**config.mk**
```make
export PLATFORM = sky130hd
export DESIGN_NAME = shift_pipe
export DESIGN_NICKNAME = d
export VERILOG_FILES = /design/src/rtl/shift_pipe_pkg.sv /design/src/rtl/shift_pipe_stage.sv /design/src/rtl/shift_pipe.sv
export SDC_FILE = /design/constraint.sdc
export NUM_CORES = 1
export LEC_CHECK = 0
export BUFFER_PORTS_ARGS = -buffer_cell sky130_fd_sc_hd__buf_2
export CAP_MARGIN = 30
export CORE_ASPECT_RATIO = 0.75
export CORE_MARGIN = 2
export CORE_UTILIZATION = 50
export CTS_CLUSTER_DIAMETER = 150
export DETAILED_ROUTE_END_ITERATION = 8
export HOLD_SLACK_MARGIN = 0.15
export PLACE_DENSITY = 0.8
export SYNTH_ARGS = -nofsm -noshare
export SYNTH_HDL_FRONTEND = slang
export SYNTH_SLANG_ARGS = --single-unit
```
**constraint.sdc**
```tcl
create_clock -name clk -period 4.2 [get_ports clk]
set_input_delay 0.63 -clock clk [delete_from_list [all_inputs] [get_ports clk]]
set_output_delay 0.63 -clock clk [all_outputs]
set_load 0.01 [all_outputs]
```
**src/rtl/shift_pipe_pkg.sv**
```systemverilog
// Shared constants and elaboration helpers for the pipelined barrel shifter.
// Op bit positions, a clog2 function, and the mapping of shift levels onto stages.
package shift_pipe_pkg;

    localparam int OP_RIGHT = 0;
    localparam int OP_ARITH = 1;
    localparam int OP_ROT   = 2;

    function automatic int clog2(input int n);
        int r;
        r = 0;
        for (int v = n - 1; v > 0; v = v >> 1) r++;
        return r;
    endfunction

    function automatic int level_stage(input int k, input int stages, input int saw);
        return (k * stages) / saw;
    endfunction

    // With stages <= saw every stage owns at least one level, so these never fall through.
    function automatic int stage_first(input int i, input int stages, input int saw);
        int f;
        f = saw;
        for (int k = saw - 1; k >= 0; k--) begin
            if (level_stage(k, stages, saw) == i) f = k;
        end
        return f;
    endfunction

    function automatic int stage_last(input int i, input int stages, input int saw);
        int l;
        l = -1;
        for (int k = 0; k < saw; k++) begin
            if (level_stage(k, stages, saw) == i) l = k;
        end
        return l;
    endfunction

endpackage

```
**src/rtl/shift_pipe_stage.sv**
```systemverilog
// One pipeline stage: shift levels FIRST..LAST followed by a valid/ready register.
// Rotate levels exist only when SHIFT_PIPE_ROTATE_EN is defined.
module shift_pipe_stage
    import shift_pipe_pkg::*;
#(
    parameter int W     = 32,
    parameter int SAW   = 5,
    parameter int FIRST = 0,
    parameter int LAST  = 4
) (
    input  logic           clk,
    input  logic           clrn,
    input  logic           in_valid,
    output logic           in_ready,
    input  logic [W-1:0]   in_d,
    input  logic [SAW-1:0] in_sa,
    input  logic [2:0]     in_op,
    input  logic           in_sign,
    output logic           out_valid,
    input  logic           out_ready,
    output logic [W-1:0]   out_d,
    output logic [SAW-1:0] out_sa,
    output logic [2:0]     out_op,
    output logic           out_sign,
    output logic           out_zero
);

    // Op arrives pre-decoded: arith is only set for a non-rotating right shift.
    function automatic logic [W-1:0] shift_level(input logic [W-1:0] d, input int s,
                                                 input logic [2:0] op, input logic sign);
        logic [W-1:0] fill;
        fill = {W{sign}} << (W - s);
`ifdef SHIFT_PIPE_ROTATE_EN
        if (op[OP_ROT]) begin
            if (op[OP_RIGHT]) return (d >> s) | (d << (W - s));
            return (d << s) | (d >> (W - s));
        end
`endif
        if (!op[OP_RIGHT]) return d << s;
        if (op[OP_ARITH]) return (d >> s) | fill;
        return d >> s;
    endfunction

    logic [W-1:0] lvl [FIRST:LAST+1];

    assign lvl[FIRST] = in_d;

    for (genvar k = FIRST; k <= LAST; k++) begin : g_lvl
        assign lvl[k+1] = in_sa[k] ? shift_level(lvl[k], 1 << k, in_op, in_sign) : lvl[k];
    end

    assign in_ready = !out_valid || out_ready;

    always_ff @(posedge clk) begin
        if (!clrn) begin
            out_valid <= 1'b0;
            out_d     <= '0;
            out_sa    <= '0;
            out_op    <= '0;
            out_sign  <= 1'b0;
            out_zero  <= 1'b0;
        end else if (in_ready) begin
            out_valid <= in_valid;
            if (in_valid) begin
                out_d    <= lvl[LAST+1];
                out_sa   <= in_sa;
                out_op   <= in_op;
                out_sign <= in_sign;
                out_zero <= (lvl[LAST+1] == '0);
            end
        end
    end

endmodule

```
**src/rtl/shift_pipe.sv**
```systemverilog
// Pipelined barrel shifter: log2(W) shift levels spread over STAGES valid/ready stages.
// Define SHIFT_PIPE_ROTATE_EN to build rotates; otherwise op[2] is ignored.
module shift_pipe
    import shift_pipe_pkg::*;
#(
    parameter  int W      = 32,
    parameter  int STAGES = 2,
    localparam int SAW    = clog2(W)
) (
    input  logic           clk,
    input  logic           clrn,
    input  logic           in_valid,
    output logic           in_ready,
    input  logic [W-1:0]   in_d,
    input  logic [SAW-1:0] in_sa,
    input  logic [2:0]     in_op,
    output logic           out_valid,
    input  logic           out_ready,
    output logic [W-1:0]   out_sh,
    output logic           out_zero
);

    logic [STAGES:0]   v;
    logic [STAGES:0]   rdy;
    logic [STAGES:0]   sg;
    logic [STAGES-1:0] zv;
    logic [W-1:0]      d  [0:STAGES];
    logic [SAW-1:0]    sa [0:STAGES];
    logic [2:0]        op [0:STAGES];

    assign v[0]        = in_valid;
    assign in_ready    = rdy[0];
    assign rdy[STAGES] = out_ready;
    assign d[0]        = in_d;
    assign sa[0]       = in_sa;
    assign sg[0]       = in_d[W-1];

`ifdef SHIFT_PIPE_ROTATE_EN
    assign op[0] = {in_op[OP_ROT], in_op[OP_ARITH] & in_op[OP_RIGHT] & ~in_op[OP_ROT],
                    in_op[OP_RIGHT]};
`else
    assign op[0] = {1'b0, in_op[OP_ARITH] & in_op[OP_RIGHT], in_op[OP_RIGHT]};
`endif

    for (genvar i = 0; i < STAGES; i++) begin : g_stage
        shift_pipe_stage #(
            .W    (W),
            .SAW  (SAW),
            .FIRST(stage_first(i, STAGES, SAW)),
            .LAST (stage_last(i, STAGES, SAW))
        ) u_stage (
            .clk      (clk),
            .clrn     (clrn),
            .in_valid (v[i]),
            .in_ready (rdy[i]),
            .in_d     (d[i]),
            .in_sa    (sa[i]),
            .in_op    (op[i]),
            .in_sign  (sg[i]),
            .out_valid(v[i+1]),
            .out_ready(rdy[i+1]),
            .out_d    (d[i+1]),
            .out_sa   (sa[i+1]),
            .out_op   (op[i+1]),
            .out_sign (sg[i+1]),
            .out_zero (zv[i])
        );
    end

    assign out_valid = v[STAGES];
    assign out_sh    = d[STAGES];
    assign out_zero  = zv[STAGES-1];

    // Side-band state leaving the final stage has no consumer.
    logic unused_tail;
    assign unused_tail = ^{sa[STAGES], op[STAGES], sg[STAGES], zv, in_op};

endmodule

```
Word level (Yosys, flattened, before mapping)
Index checks and enable logic that the tools add are counted.
{"block": "classes", "n_reduce_logical": 7, "div_mod_pow": 0, "n_mul": 0, "n_shift": 0, "mux": 29, "magnitude_cmp": 0, "n_bitwise": 6, "n_eq_ne": 0, "addsub": 0}
{"operator": "$mux 32", "n": 25}
{"operator": "$logic_not 32->1", "n": 1}
{"operator": "$or 16x32->32", "n": 1}
{"operator": "$or 24x32->32", "n": 1}
{"operator": "$or 28x32->32", "n": 1}
{"operator": "$or 30x32->32", "n": 1}
{"operator": "$or 31x32->32", "n": 1}
{"operator": "$mux 1", "n": 4}
{"operator": "$reduce_and 2->1", "n": 2}
{"operator": "$logic_not 1->1", "n": 2}
{"operator": "$logic_or 1x1->1", "n": 2}
{"operator": "$and 1x1->1", "n": 1}
{"block": "totals", "input_bits": 44, "out_inout_bits": 35, "word_cells": 50, "memories": 0, "ramBits": 0, "latchBits": 0, "regBits": 75, "romBits": 0}

Longest topological paths before layout
Gate-level depths: netlist of run 1.
{"block": "depth", "depth_word": 16, "mapped_depth": 10, "ltp_nobuf": 6}

Hierarchy
Synthesis of run 1 repeated with hierarchy kept, for this count alone.
{"block": "unflattened", "hier_cells": 1014, "hier_area_um2": 7526.0}
{"module": "shift_pipe_stage at g_stage[0].u_stage", "seq_area_each_um2": 860.8, "instances": 1, "area_each_um2": 4530.6, "cells_each": 601}
{"module": "shift_pipe_stage at g_stage[1].u_stage", "seq_area_each_um2": 860.8, "instances": 1, "area_each_um2": 2985.4, "cells_each": 411}
{"module": "shift_pipe", "seq_area_each_um2": 0.0, "instances": 1, "area_each_um2": 10.0, "cells_each": 2}

Least setup slack after synthesis of run 1
Ideal clock, no wire load.
{"block": "synth_path", "path_kind": "in2reg", "from": "input in_op[0]", "to": "register g_stage[0].u_stage.out_d[11]", "setup_time_ns": 0.132, "cell_stages": 8, "t_required_ns": 4.068, "path_slack_ns": 2.025, "n_path_buf": 3, "arrival_ns": 2.043, "cell_sequence": "buf_6 -> buf_8 -> buf_12 -> mux2i_1 -> a21oi_1 -> mux4_2 -> a211oi_1 -> nor3_1"}
{"block": "synth_between", "elab_chain_cells": 16, "word_cells_on_any_way": 19, "classes_between": "mux: 16; bitwise: 3"}
{"element": "start: declaration", "line_no": "shift_pipe.sv:16", "text": "input logic [2:0] in_op,"}
{"element": "$and 1x1->1", "line_no": "shift_pipe.sv:42", "text": "assign op[0] = {1'b0, in_op[OP_ARITH] & in_op[OP_RIGHT], in_op[OP_RIGHT]};"}
{"element": "$mux 1 (2 in a row)", "line_no": "shift_pipe_stage.sv:40", "text": "if (op[OP_ARITH]) return (d >> s) | fill;"}
{"element": "$mux 32", "line_no": "shift_pipe_stage.sv:41", "text": "return d >> s;"}
{"element": "$mux 32", "line_no": "shift_pipe_stage.sv:40"}
{"element": "$mux 32", "line_no": "shift_pipe_stage.sv:49", "text": "assign lvl[k+1] = in_sa[k] ? shift_level(lvl[k], 1 << k, in_op, in_sign) : lvl[k];"}
{"element": "$mux 32 or $or 30x32->32 (tied branches)", "line_no": "shift_pipe_stage.sv:39, shift_pipe_stage.sv:40"}
{"element": "$mux 32", "line_no": "shift_pipe_stage.sv:40"}
{"element": "$mux 32", "line_no": "shift_pipe_stage.sv:41"}
{"element": "$mux 32", "line_no": "shift_pipe_stage.sv:40"}
{"element": "$mux 32", "line_no": "shift_pipe_stage.sv:49"}
{"element": "$mux 32 or $or 28x32->32 (tied branches)", "line_no": "shift_pipe_stage.sv:39, shift_pipe_stage.sv:40"}
{"element": "$mux 32", "line_no": "shift_pipe_stage.sv:40"}
{"element": "$mux 32", "line_no": "shift_pipe_stage.sv:41"}
{"element": "$mux 32", "line_no": "shift_pipe_stage.sv:40"}
{"element": "$mux 32 *", "line_no": "shift_pipe_stage.sv:49"}
{"element": "end signal: assignment", "line_no": "shift_pipe_stage.sv:65", "text": "out_d <= lvl[LAST+1];"}
{"element": "end: declaration", "line_no": "shift_pipe_stage.sv:21", "text": "output logic [W-1:0] out_d,"}
Mark *: on every way between the ends. The rest lies on a longest branch, timed or not. The select of a mux whose other input is x is not followed.
A chain may end at the register's enable or synchronous reset.

Worst setup path in the final report of run 1
{"block": "layout_path", "from": "register g_stage[0].u_stage.out_sa[3]", "to": "register g_stage[1].u_stage.out_zero"}
{"block": "layout_between", "elab_chain_cells": 7, "word_cells_on_any_way": 8, "classes_between": "mux: 6; bitwise: 1; reduce/logical: 1"}
{"element": "start: declaration", "line_no": "shift_pipe_stage.sv:22", "text": "output logic [SAW-1:0] out_sa,"}
{"element": "start signal: assignment", "line_no": "shift_pipe_stage.sv:66", "text": "out_sa <= in_sa;"}
{"element": "$mux 32 *", "line_no": "shift_pipe_stage.sv:49"}
{"element": "$or 16x32->32 or $mux 32 (tied branches)", "line_no": "shift_pipe_stage.sv:40, shift_pipe_stage.sv:39"}
{"element": "$mux 32", "line_no": "shift_pipe_stage.sv:40"}
{"element": "$mux 32", "line_no": "shift_pipe_stage.sv:41"}
{"element": "$mux 32", "line_no": "shift_pipe_stage.sv:40"}
{"element": "$mux 32 *", "line_no": "shift_pipe_stage.sv:49"}
{"element": "$logic_not 32->1 *", "line_no": "shift_pipe_stage.sv:69", "text": "out_zero <= (lvl[LAST+1] == '0);"}
{"element": "end signal: assignment", "line_no": "shift_pipe_stage.sv:69"}
{"element": "end: declaration", "line_no": "shift_pipe_stage.sv:25", "text": "output logic out_zero"}
Marked as above.

==> results of run 1 <==
-- power groups by stage --
stage,sequential (W),combinational (W),clock [W]
after floorplan,0.000783,0.000545,0
after global placement,0.000825,0.000632,0
after detailed placement,0.000826,0.000644,0
after CTS,0.000811,0.000646,0.000830
after global routing,0.000821,0.000723,0.000863
final,0.000816,0.000662,0.000825
-- state kept, by name (all words and copies together) (netlist names) --
register and count:
g_stage.u_stage.out_d 64, g_stage.u_stage.out_op 2, g_stage.u_stage.out_sa 2, g_stage.u_stage.out_sign 1, g_stage.u_stage.out_valid 2, g_stage.u_stage.out_zero 1
-- per-layer routing --
layer / track usage [%] / vias up / part of all wire, %
met5: 0 / - / 0
met4: 6.13 / 0 / 1.8
met3: 6.18 / 38 / 10
met2: 38.1 / 355 / 44
met1: 35.8 / 3120 / 45
li1: - / 3156 / -
-- layout make-up --
cell class / count / area, sq um / share of cell area [%]
inverters: 11 / 41.3 / 0.572
clock inverters: 5 / 80.1 / 1.11
clock buffers: 11 / 243 / 3.36
flip-flops and latches: 72 / 1440 / 20.0
well taps: 175 / 219 / 3.03
repair buffers: 89 / 508 / 7.04
multi-input cells: 665 / 4680 / 64.9
-- worst max-delay path by stage --
stage | end | start | cells after the start | slack, ns
after floorplan | g_stage[0].u_stage.out_d[11]$_SDFFE_PN0P_ | in_op[0] | 8 | 2.03
after global placement | g_stage[0].u_stage.out_d[27]$_SDFFE_PN0P_ | in_op[0] | 7 | 1.08
after detailed placement | g_stage[0].u_stage.out_d[27]$_SDFFE_PN0P_ | in_op[0] | 7 | 1.05
after CTS | g_stage[1].u_stage.out_zero$_SDFFE_PN0P_ | g_stage[0].u_stage.out_sa[3]$_SDFFE_PN0P_ | 7 | 1.38
after global routing | g_stage[1].u_stage.out_zero$_SDFFE_PN0P_ | g_stage[0].u_stage.out_sa[3]$_SDFFE_PN0P_ | 7 | 1.11
final | g_stage[1].u_stage.out_zero$_SDFFE_PN0P_ | g_stage[0].u_stage.out_sa[3]$_SDFFE_PN0P_ | 7 | 1.26
-- per-stage QoR --
stage | utilization (%) | total power [W]
floorplan | - | 0.00133
global placement | 50.5 | 0.00146
detailed placement | 50.6 | 0.00147
CTS | 53.0 | 0.00229
global route | 53.2 | 0.00241
finish | 53.2 | 0.00230
-- logic make-up (layout without fill, tap and decap cells) --
| family | after synthesis | count (layout) | share of synthesized area [%] |
|---|---|---|---|
| AOI/OAI and AO/OA | 285 | 285 | 26.7 |
| buffers and inverters | 128 | 116 | 10.8 |
| DFF | 72 | 72 | 21.0 |
| muxes | 123 | 123 | 24.4 |
| and+or+nand+nor | 257 | 257 | 17.1 |
-- cells in the final DEF (no fill, tap or decap), drive strengths merged, types with 3 or more instances in the layout --
master / synthesis / layout
o21ai: 60 / 60
a31o: 5 / 5
o211ai: 15 / 15
or3: 4 / 4
mux2i: 66 / 66
a211o: 10 / 10
nand2: 65 / 65
mux4: 31 / 31
o311ai: 5 / 5
nor3: 22 / 22
a311oi: 3 / 3
a31oi: 21 / 21
buf: 77 / 89
nand2b: 12 / 12
and3: 4 / 4
a21oi: 90 / 90
a211oi: 28 / 28
nor2b: 18 / 18
mux2: 26 / 26
o22a: 3 / 3
a21o: 10 / 10
clkbuf: 40 / 11
o221a: 3 / 3
a221oi: 3 / 3
dfxtp: 72 / 72
nand3: 10 / 10
nor2: 103 / 103
and2: 6 / 6
nor4bb: 3 / 3
inv: 10 / 10
o221ai: 9 / 9
-- cells in the mapped netlist, drive strengths merged (9+ instances only) --
cell / count / share of area [%]
nor3: 22 / 1.7
a211oi: 28 / 3.1
o21ai: 60 / 4.4
nor2b: 18 / 1.6
nor2: 103 / 5.6
a21o: 10 / 1.1
clkbuf: 40 / 2.2
inv: 10 / 0.55
buf: 77 / 8.0
a21oi: 90 / 6.7
o211ai: 15 / 1.6
nand3: 10 / 0.73
nand2: 65 / 3.6
a211o: 10 / 1.3
dfxtp: 72 / 21
a31oi: 21 / 1.9
o221ai: 9 / 1.1
mux2i: 66 / 9.8
mux4: 31 / 10
mux2: 26 / 4.3
nand2b: 12 / 1.1
-- critical path, delay by kind of cell, from the launching register on --
kind                   cells  cell delay, ns
AND/OR/NAND/NOR            4            0.97
flip-flops                 1            0.95
buffers and inverters      1            0.40
multiplexers               1            0.36
AO/OA/AOI/OAI              1            0.17
==> results.txt, run 1 <==
NumNets Final = 892
WL final = 18800 microns
CTS tree = done
First-pass GRT wire length = 30300 microns
CP endpoint kind = flip-flop
Drt pass-1 iters = 5
Switching share of total power = 32.3%
Clock-pin slew on the worst setup and hold paths = 0.06 ns
Period utilisation layout = 70.1%
Port buffer count = 77
Post-Syn Area = 0.00686 sq mm
Fill count = 1224
Worst-path cell chain = buf_4 -> mux2_2 -> nand2_1 -> nor4bb_1 -> nor4bb_1 -> nand4_1 -> o21ai_1
Starting Density = 50.6%
Flop2flop setup slack = 1.26 ns
Placed cell count = 1011
VDD IR-drop max = 199 uV
CP max FO = 56
Slowest-stage cell, CP = dfxtp_2
WP data arrival = 3.22 ns
Cell variety after synth = 68
CP Data Required Time = 4.47 ns
RSZ-0062 raised after global routing = false
Setup ws final = 1.26 ns
Total track usage = 25.1%
Starting DRT DRC Count = 1039
Proportion of layout cells with a drive suffix above 1 = 20.8%
Num rows = 37
Total of max-cap violations = 0
Syn nets = 909
Mapped Avg Cell Area = 7.93 sq um
Die ar. = 0.0147 sq mm
Hpwl dp = 13300 microns
Synthesis Warnings = 0
Grt ovf = 0
Combinational share of power = 28.7%
Clock root buffer master = clkbuf_16
Die X = 139 microns
Final non-filler cell area = 0.00722 sq mm
Worst path max stage delay = 0.95 ns
Reg-to-reg critical path startpoint = g_stage[0].u_stage.out_sa[3]$_SDFFE_PN0P_
Rel. slew slack = 33.9%
Placer Congestion = 0.977
WL/cell = 18.3 microns
Layout area overhead = 5.16%
Leakage = 2.79 nW
Post-Synthesis Cells = 865
Final setup viols = 0
Fin. max-slew vios = 0
Int Power = 0.00156 W
Slew @ Worst Pin = 0.992 ns
Register area share after synthesis = 21.0%
Hold buffers post-CTS = 0
CTS Buf Count = 9
CP most frequent cell = nor4bb_1
Largest net degree at the start of global routing = 91
Worst Hold Depth = 2
Post-cts resize count = 0
Reg2reg path depth = 7
Die Ht = 105 microns
Flop pwr share = 35.5%
Final min period = 2.94 ns
WHS Endpoint = g_stage[1].u_stage.out_d[26]$_SDFFE_PN0P_
Antenna-violating nets left = 0
CTS max path bufs = 2
Hold Slack = 0.448 ns
Worst hold path type = flip-flop to flip-flop
DRC = 0
WS Path Type = flip-flop to flip-flop
Max Freq = 0.340 GHz
Status = finished, final reports clean
Synth Register Bits = 72
Min-delay src = g_stage[1].u_stage.out_d[26]$_SDFFE_PN0P_
Synth Flop Type = dfxtp_1
Setup_tns = 0 ns
DR vias/cell = 6.49
Post-synth EDFFs = 0
Clock share of power = 35.8%
Top Ports = 79
Antenna violations before repair = 0
Hold Violations, Final = 0
Post-CTS setup buffers = 0
Post-Layout Cell Count = 1028
CTS sink count = 72
Switching power = 0.000745 W
DP Worst Slack = 1.05 ns
RR Endpoint = g_stage[1].u_stage.out_zero$_SDFFE_PN0P_
Pwr per Cell Area = 319 mW/mm^2
Clock skew = 0.00763 ns
CTS H-tree depth = 3
Area of the core = 0.0136 sq mm
Clk_lat worst skew = 0.35 ns
Startpoint Class = flip-flop
FFs w/ async S/R, synth = 0%
Vias = 6669
Antenna diodes = 0
Vias in the first global route = 5863
Placed instance area = 0.00687 sq mm
No activity file was read; power rests on OpenSTA's default activity.
==> inputs of run 2 (changes only) <==
--- a/config.mk
+++ b/config.mk
@@ -5,6 +5,7 @@
 export SDC_FILE = /design/constraint.sdc
 export NUM_CORES = 1
 export LEC_CHECK = 0
+export ABC_AREA = 1
 export BUFFER_PORTS_ARGS = -buffer_cell sky130_fd_sc_hd__buf_2
 export CAP_MARGIN = 30
 export CORE_ASPECT_RATIO = 0.75
@@ -13,7 +14,7 @@
 export CTS_CLUSTER_DIAMETER = 150
 export DETAILED_ROUTE_END_ITERATION = 8
 export HOLD_SLACK_MARGIN = 0.15
-export PLACE_DENSITY = 0.8
+export PLACE_DENSITY = 0.81
 export SYNTH_ARGS = -nofsm -noshare
 export SYNTH_HDL_FRONTEND = slang
 export SYNTH_SLANG_ARGS = --single-unit
==> constraint.sdc (replaced) <==
create_clock -name clk -period 2.8 [get_ports clk]
set_input_delay 0.42 -clock clk [delete_from_list [all_inputs] [get_ports clk]]
set_output_delay 0.42 -clock clk [all_outputs]
set_load 0.01 [all_outputs]
==> run 2 against run 1 <==
  * Synthesized cell count is 12% higher
  * Clock power is 26% higher
  * Sequential power is 45% higher
  * First-iteration DRC count is 34% lower
  * Critical path depth is 6 higher
  * Synthesized area is 17% lower
  * Total power is 34% higher
  * Routed wire length is 17% lower
  * Maximum frequency is 26% higher
  * Critical endpoint unchanged
  * Cell area is 16% lower
  * Flip-flop and latch count stayed put
  * Setup slack worse by 0.79 ns
==> results.txt, run 2 <==
Antenna diodes = 0 (unchanged)
Syn nets = 1017 (was 909)
RSZ-0062 raised after global routing = false (unchanged)
CP most frequent cell = nand2_1 (was nor4bb_1)
Largest net degree at the start of global routing = 65 (was 91)
Vias in the first global route = 5279 (was 5863)
Port buffer count = 77 (unchanged)
WL final = 15500 microns (was 18800 microns)
DRC = 0 (unchanged)
Slew @ Worst Pin = 1.07 ns (was 0.992 ns)
WS Path Type = flip-flop to flip-flop (unchanged)
Clock skew = 0.00621 ns (was 0.00763 ns)
Worst Hold Depth = 3 (was 2)
CTS Buf Count = 9 (unchanged)
Most common cell after layout, fill and taps aside = nand2_1 (was nor2_1)
Area of the core = 0.0110 sq mm (was 0.0136 sq mm)
NumNets Final = 1022 (was 892)
Vias = 6312 (was 6669)
Count leader, synth = nand2_1 (was nor2_1)
Startpoint Class = flip-flop (unchanged)
Placed instance area = 0.00577 sq mm (was 0.00687 sq mm)
Antenna violations before repair = 0 (unchanged)
Die ar. = 0.0122 sq mm (was 0.0147 sq mm)
Design Power = 0.00308 W (was 0.00230 W)
Period utilisation layout = 83.2% (was 70.1%)
Placer Congestion = 0.918 (was 0.977)
Rel. slew slack = 28.8% (was 33.9%)
Min-delay src = in_sa[4] (was g_stage[1].u_stage.out_d[26]$_SDFFE_PN0P_)
Clk_lat worst skew = 0.33 ns (was 0.35 ns)
Die Ht = 96.3 microns (was 105 microns)
CTS max path bufs = 2 (unchanged)
Post-CTS setup buffers = 0 (unchanged)
Hpwl dp = 11300 microns (was 13300 microns)
Largest reg by FF count = g_stage.u_stage.out_d (unchanged)
Final non-filler cell area = 0.00605 sq mm (was 0.00722 sq mm)
Antenna-violating nets left = 0 (unchanged)
WHS Endpoint = g_stage[0].u_stage.out_sa[4]$_SDFFE_PN0P_ (was g_stage[1].u_stage.out_d[26]$_SDFFE_PN0P_)
Post-cts resize count = 0 (unchanged)
Top cells by area, synth = dfxtp_1 25%, nand2_1 23%, nand3_1 7.1%, o21ai_0 7.0%, a21oi_1 6.1% (was dfxtp_1 21%, mux4_2 9.8%, mux2i_1 9.5%, a21oi_1 6.4%, nor2_1 5.6%)
WL/cell = 13.8 microns (was 18.3 microns)
DP Worst Slack = 0.550 ns (was 1.05 ns)
Setup_tns = 0 ns (unchanged)
Worst path max stage delay = 0.67 ns (was 0.95 ns)
Register area share after synthesis = 25.4% (was 21.0%)
CTS tree = done (unchanged)
Setup ws final = 0.471 ns (was 1.26 ns)
RR Endpoint = g_stage[1].u_stage.out_zero$_SDFFE_PN0P_ (unchanged)
Post-Synthesis Cells = 973 (was 865)
CTS H-tree depth = 3 (unchanged)
Post-Syn Area = 0.00568 sq mm (was 0.00686 sq mm)
Most frequent cells in the layout = 345 x nand2_1, 81 x nand3_1, 79 x o21ai_0 (was 103 x nor2_1, 88 x a21oi_1, 75 x buf_2)
Reg-to-reg critical path startpoint = g_stage[0].u_stage.out_op[0]$_SDFFE_PN0P_ (was g_stage[0].u_stage.out_sa[3]$_SDFFE_PN0P_)
Commonest cells in the netlist = 345 x nand2_1, 81 x nand3_1, 79 x o21ai_0 (was 103 x nor2_1, 88 x a21oi_1, 72 x dfxtp_1)
Layout area overhead = 6.38% (was 5.16%)
Status = finished, final reports clean (unchanged)
Starting DRT DRC Count = 681 (was 1039)
Synth Flop Type = dfxtp_1 (unchanged)
Hold buffers post-CTS = 0 (unchanged)
Final Util = 55.0% (was 53.2%)
CP max FO = 31 (was 56)
VDD IR-drop max = 382 uV (was 199 uV)
Fin. max-slew vios = 0 (unchanged)
Final min period = 2.33 ns (was 2.94 ns)
CTS sink count = 72 (unchanged)
Cell variety after synth = 33 (was 68)
Largest register FFs = 64 (unchanged)
Top cell type's share of synthesized area = 25.4% (was 21.0%)
DR vias/cell = 5.62 (was 6.49)
Slowest-stage cell, CP = dfxtp_1 (was dfxtp_2)
Clock-pin slew on the worst setup and hold paths = 0.06 ns (about the same)
WP data arrival = 2.60 ns (was 3.22 ns)
Pwr per Cell Area = 509 mW/mm^2 (was 319 mW/mm^2)
Top Ports = 79 (unchanged)
Synth Register Bits = 72 (unchanged)
Flop2flop setup slack = 0.47 ns (was 1.26 ns)
Biggest area consumer among synthesized cells = dfxtp_1 (unchanged)
CP Data Required Time = 3.07 ns (was 4.47 ns)
Reg2reg path depth = 13 (was 7)
Worst-path cell chain = inv_1 -> buf_4 -> nand2_1 -> nand3_1 -> nand3_1 -> nand2_1 -> nand2_1 -> nand2_1 -> nor2_1 -> nand2_1 -> nor2_1 -> nand2_1 -> a21oi_2 (was buf_4 -> mux2_2 -> nand2_1 -> nor4bb_1 -> nor4bb_1 -> nand4_1 -> o21ai_1)
Final setup viols = 0 (unchanged)
CP endpoint kind = flip-flop (unchanged)
Hold Violations, Final = 0 (unchanged)
Max Freq = 0.429 GHz (was 0.340 GHz)
Grt ovf = 0 (unchanged)
Proportion of layout cells with a drive suffix above 1 = 12.5% (was 20.8%)
Leakage = 2.94 nW (was 2.79 nW)
Post-synth EDFFs = 0 (unchanged)
Clock root buffer master = clkbuf_16 (unchanged)
Worst hold path type = input port to flip-flop (was flip-flop to flip-flop)
Total track usage = 25.8% (was 25.1%)
FFs w/ async S/R, synth = 0% (unchanged)
Total of max-cap violations = 0 (unchanged)
Drt pass-1 iters = 6 (was 5)
Synthesis Warnings = 0 (unchanged)
Num rows = 33 (was 37)
Mapped Avg Cell Area = 5.84 sq um (was 7.93 sq um)
Starting Density = 51.7% (was 50.6%)
Die X = 127 microns (was 139 microns)
First-pass GRT wire length = 25800 microns (was 30300 microns)
run 2: report_power, final:
| group | internal [W] | switching (W) | total (W) |
|---|---|---|---|
| Clock | 0.000616 | 0.000428 | 0.00104 |
| Sequential | 0.00111 | 0.0000692 | 0.00118 |
| Combinational | 0.000291 | 0.000568 | 0.000859 |
run 2: worst max-delay path by stage:
stage                                              startpoint                                        end  slack [ns]  depth (start not counted)
finish              g_stage[0].u_stage.out_op[0]$_SDFFE_PN0P_   g_stage[1].u_stage.out_zero$_SDFFE_PN0P_        0.47                         13
global route        g_stage[0].u_stage.out_op[0]$_SDFFE_PN0P_   g_stage[1].u_stage.out_zero$_SDFFE_PN0P_        0.30                         13
CTS                 g_stage[0].u_stage.out_op[0]$_SDFFE_PN0P_   g_stage[1].u_stage.out_zero$_SDFFE_PN0P_        0.58                         13
detailed placement                                   in_op[0]  g_stage[0].u_stage.out_d[29]$_SDFFE_PN0P_        0.55                         10
global placement                                     in_op[0]  g_stage[0].u_stage.out_d[29]$_SDFFE_PN0P_        0.58                         10
floorplan                                            in_sa[1]  g_stage[0].u_stage.out_d[26]$_SDFFE_PN0P_        1.29                          9
run 2: cell type report:
class	instances	area [sq um]
sequential	72	1440
timing repair buffer	92	498
fill	1130	4940
tap	140	175
clock buffer	10	239
inverter	79	297
multi-input combinational	724	3360
clock inverter	6	35.0
run 2: per-layer routing:
metal / up-vias / part of all wire (%) / GRT usage [%]
met3: 13 / 10 / 5.39
li1: 3183 / - / -
met1: 2803 / 47 / 37.9
met2: 313 / 42 / 38.8
met4: 0 / 0.83 / 5.49
met5: - / 0 / 0
run 2: cells by family after synthesis:
group | count (synthesis) | synth area share (%)
AOI/OAI and AO/OA | 240 | 24.1
buffers and inverters | 177 | 15.7
DFF | 72 | 25.4
and+or+nand+nor | 484 | 34.8
run 2: worst max-delay path, delay by kind of cell (launching register included):
family | cells | cell delay, ns
buffers and inverters | 2 | 0.33
flip-flops | 1 | 0.67
AND/OR/NAND/NOR | 10 | 1.12
AO/OA/AOI/OAI | 1 | 0.12
run 2: metrics by stage:
stage | instances | hold slack (ns)
2_1_floorplan | 973 | 0.451
3_3_place_gp | 1107 | 0.473
3_5_place_dp | 1107 | 0.476
4_1_cts | 1123 | 0.362
5_1_grt | 1123 | 0.383
6_report | 1123 | 0.372
==> inputs of run 3 (changes only) <==
--- a/config.mk
+++ b/config.mk
@@ -5,7 +5,7 @@
 export SDC_FILE = /design/constraint.sdc
 export NUM_CORES = 1
 export LEC_CHECK = 0
-export ABC_AREA = 1
+export ABC_AREA = 0
 export BUFFER_PORTS_ARGS = -buffer_cell sky130_fd_sc_hd__buf_2
 export CAP_MARGIN = 30
 export CORE_ASPECT_RATIO = 0.75
@@ -14,7 +14,7 @@
 export CTS_CLUSTER_DIAMETER = 150
 export DETAILED_ROUTE_END_ITERATION = 8
 export HOLD_SLACK_MARGIN = 0.15
-export PLACE_DENSITY = 0.81
+export PLACE_DENSITY = 0.8
 export SYNTH_ARGS = -nofsm -noshare
 export SYNTH_HDL_FRONTEND = slang
 export SYNTH_SLANG_ARGS = --single-unit
==> constraint.sdc (replaced) <==
create_clock -name clk -period 2.2 [get_ports clk]
set_input_delay 0.33 -clock clk [delete_from_list [all_inputs] [get_ports clk]]
set_output_delay 0.33 -clock clk [all_outputs]
set_load 0.01 [all_outputs]
==> run 3 against run 2 <==
  * Sequential share of layout area fell by 5.5 points
  * Clock skew fell by 0.0022 ns
  * Utilization rose by 3.2 points
  * First-iteration DRC count rose by 48%
  * Combinational power rose by 76%
  * Via count rose by 14%
  * Cell area rose by 31%
  * Critical endpoint unchanged
==> results.txt, run 3 (synthesized netlist as in run 1, its figures left out) <==
Status = finished, final reports clean (unchanged)
RR Endpoint = g_stage[1].u_stage.out_zero$_SDFFE_PN0P_ (unchanged)
Layout area overhead = 15.1% (was 6.38%)
Clock skew = 0.00404 ns (was 0.00621 ns)
WP data arrival = 2.39 ns (was 2.60 ns)
Drt pass-1 iters = 6 (unchanged)
WL/cell = 19.2 microns (was 13.8 microns)
Placer Congestion = 0.998 (was 0.918)
Vias in the first global route = 6515 (was 5279)
Die Ht = 105 microns (was 96.3 microns)
CTS tree = done (unchanged)
WL final = 21300 microns (was 15500 microns)
Clock-pin slew on the worst setup and hold paths = 0.06 ns (about the same)
Clock root buffer master = clkbuf_16 (unchanged)
Design Power = 0.00456 W (was 0.00308 W)
Largest net degree at the start of global routing = 43 (was 65)
Post-Layout Cell Count = 1109 (was 1123)
Starting DRT DRC Count = 1006 (was 681)
Hold buffers post-CTS = 0 (unchanged)
CP max FO = 25 (was 31)
Reg-to-reg critical path startpoint = g_stage[0].u_stage.out_op[0]$_SDFFE_PN0P_ (unchanged)
Startpoint Class = flip-flop (unchanged)
Hold Violations, Final = 0 (unchanged)
Largest reg by FF count = g_stage.u_stage.out_d (unchanged)
WS Path Type = flip-flop to flip-flop (unchanged)
First-pass GRT wire length = 34400 microns (was 25800 microns)
Pwr per Cell Area = 577 mW/mm^2 (was 509 mW/mm^2)
CTS max path bufs = 2 (unchanged)
DRC = 0 (unchanged)
Total of max-cap violations = 0 (unchanged)
Area of the core = 0.0136 sq mm (was 0.0110 sq mm)
Grt ovf = 0 (unchanged)
NumNets Final = 973 (was 1022)
Antenna diodes = 0 (unchanged)
Clk_lat worst skew = 0.34 ns (was 0.33 ns)
Most common cell after layout, fill and taps aside = nor2_1 (was nand2_1)
CP endpoint kind = flip-flop (unchanged)
Num rows = 37 (was 33)
CP Data Required Time = 2.47 ns (was 3.07 ns)
Most frequent cells in the layout = 102 x nor2_1, 89 x buf_4, 88 x a21oi_1 (was 345 x nand2_1, 81 x nand3_1, 79 x o21ai_0)
Antenna violations before repair = 0 (unchanged)
Worst hold path type = input port to flip-flop (unchanged)
Starting Density = 50.6% (was 51.7%)
Buf+Inv Stages, Crit Path = 1 (was 2)
Crit path max-delay family = simple AND/OR/NAND/NOR gates (unchanged)
Proportion of layout cells with a drive suffix above 1 = 28.3% (was 12.5%)
VDD IR-drop max = 442 uV (was 382 uV)
Origin of the worst setup path = g_stage[0].u_stage.out_op[0]$_SDFFE_PN0P_ (unchanged)
Worst path max stage delay = 0.52 ns (was 0.67 ns)
Post-CTS setup buffers = 0 (unchanged)
Leakage = 3.21 nW (was 2.94 nW)
Vias = 7169 (was 6312)
RSZ-0062 raised after global routing = false (unchanged)
Hold Slack = 0.224 ns (was 0.372 ns)
Slew @ Worst Pin = 0.577 ns (was 1.07 ns)
CTS Buf Count = 9 (unchanged)
Worst Hold Depth = 3 (unchanged)
Hpwl dp = 16000 microns (was 11300 microns)
WHS Endpoint = g_stage[0].u_stage.out_sa[3]$_SDFFE_PN0P_ (was g_stage[0].u_stage.out_sa[4]$_SDFFE_PN0P_)
Top Ports = 79 (unchanged)
Period utilisation layout = 96.2% (was 83.2%)
Port buffer count = 77 (unchanged)
Largest register FFs = 64 (unchanged)
Fin. max-slew vios = 0 (unchanged)
Final setup viols = 0 (unchanged)
Total track usage = 28.9% (was 25.8%)
Reg2reg path depth = 7 (was 13)
Min-delay src = in_sa[3] (was in_sa[4])
Placed cell count = 1093 (was 1107)
Flop2flop setup slack = 0.08 ns (was 0.47 ns)
Die X = 139 microns (was 127 microns)
CTS sink count = 72 (unchanged)
Final min period = 2.12 ns (was 2.33 ns)
Die ar. = 0.0147 sq mm (was 0.0122 sq mm)
Max Freq = 0.473 GHz (was 0.429 GHz)
Antenna-violating nets left = 0 (unchanged)
Setup_tns = 0 ns (unchanged)
Worst-path cell chain = buf_12 -> or4b_1 -> nor3_2 -> o311ai_1 -> a2111oi_2 -> nand4_1 -> o21ai_1 (was inv_1 -> buf_4 -> nand2_1 -> nand3_1 -> nand3_1 -> nand2_1 -> nand2_1 -> nand2_1 -> nor2_1 -> nand2_1 -> nor2_1 -> nand2_1 -> a21oi_2)
DR vias/cell = 6.46 (was 5.62)
Rel. slew slack = 61.5% (was 28.8%)
Slowest-stage cell, CP = or4b_1 (was dfxtp_1)
CTS H-tree depth = 3 (unchanged)
-- run 3: cell types whose count changed in the layout (fill, tap and decap cells not counted), moves of 18 or more --
cell / delta
nand3_1: -72
nor3_1: +18
o21ai_0: -22
nor2_1: +67
inv_1: -63
o21ai_1: -23
nand2_1: -280
mux2i_1: +65
a211oi_1: +27
mux4_2: +30
mux2_2: +24
a21oi_1: +20
buf_4: +74
-- run 3: layer usage --
| metal | up-vias | global-route usage, % | share of wire [%] |
|---|---|---|---|
| li1 | 3323 | - | - |
| met1 | 3398 | 42.9 | 45 |
| met2 | 412 | 43.2 | 44 |
| met3 | 36 | 5.72 | 10 |
| met4 | 0 | 7.22 | 1.6 |
| met5 | - | 0 | 0 |
-- run 3: through the flow --
step	cell area [sq um]	setup WS, ns	utilization (%)
after floorplan	6860	0.325	-
after global placement	7550	0.00233	55.6
after detailed placement	7550	-0.0738	55.6
after CTS	7870	0.0316	58.0
after global routing	7900	0.00978	58.2
final	7900	0.0845	58.2
-- run 3: final cells by class --
class | count | area [sq um]
flip-flops and latches | 72 | 1450
multi-input cells | 665 | 4710
inverters | 11 | 41.3
well taps | 175 | 219
repair buffers | 170 | 1160
fillers | 1263 | 5670
clock inverters | 4 | 51.3
clock buffers | 12 | 267
-- run 3: worst max path at each step --
stage	endpoint	depth (start not counted)
final	g_stage[1].u_stage.out_zero$_SDFFE_PN0P_	7
after global placement	g_stage[0].u_stage.out_d[15]$_SDFFE_PN0P_	9
after global routing	g_stage[1].u_stage.out_zero$_SDFFE_PN0P_	8
after detailed placement	g_stage[0].u_stage.out_d[7]$_SDFFE_PN0P_	8
after CTS	g_stage[1].u_stage.out_zero$_SDFFE_PN0P_	7
after floorplan	g_stage[0].u_stage.out_d[11]$_SDFFE_PN0P_	8
-- run 3: worst min-delay path: cells and delay by family --
family          cells  cell delay (ns)
simple gates        1             0.05
compound gates      1             0.05
buf+inv             1             0.10
-- run 3: timing repair --
item,in CTS,in global routing
hold endpoints to repair,0,0
endpoints found under the setup margin,0,1
gates resized for setup,0,7
-- run 3: report_power, final --
part,leakage [nW],total [W],internal (W),switching (W)
Clock,0.155,0.00152,0.000969,0.000551
Sequential,0.594,0.00153,0.00140,0.000128
Combinational,2.46,0.00151,0.000695,0.000816
Total,3.21,0.00456,0.00306,0.00150
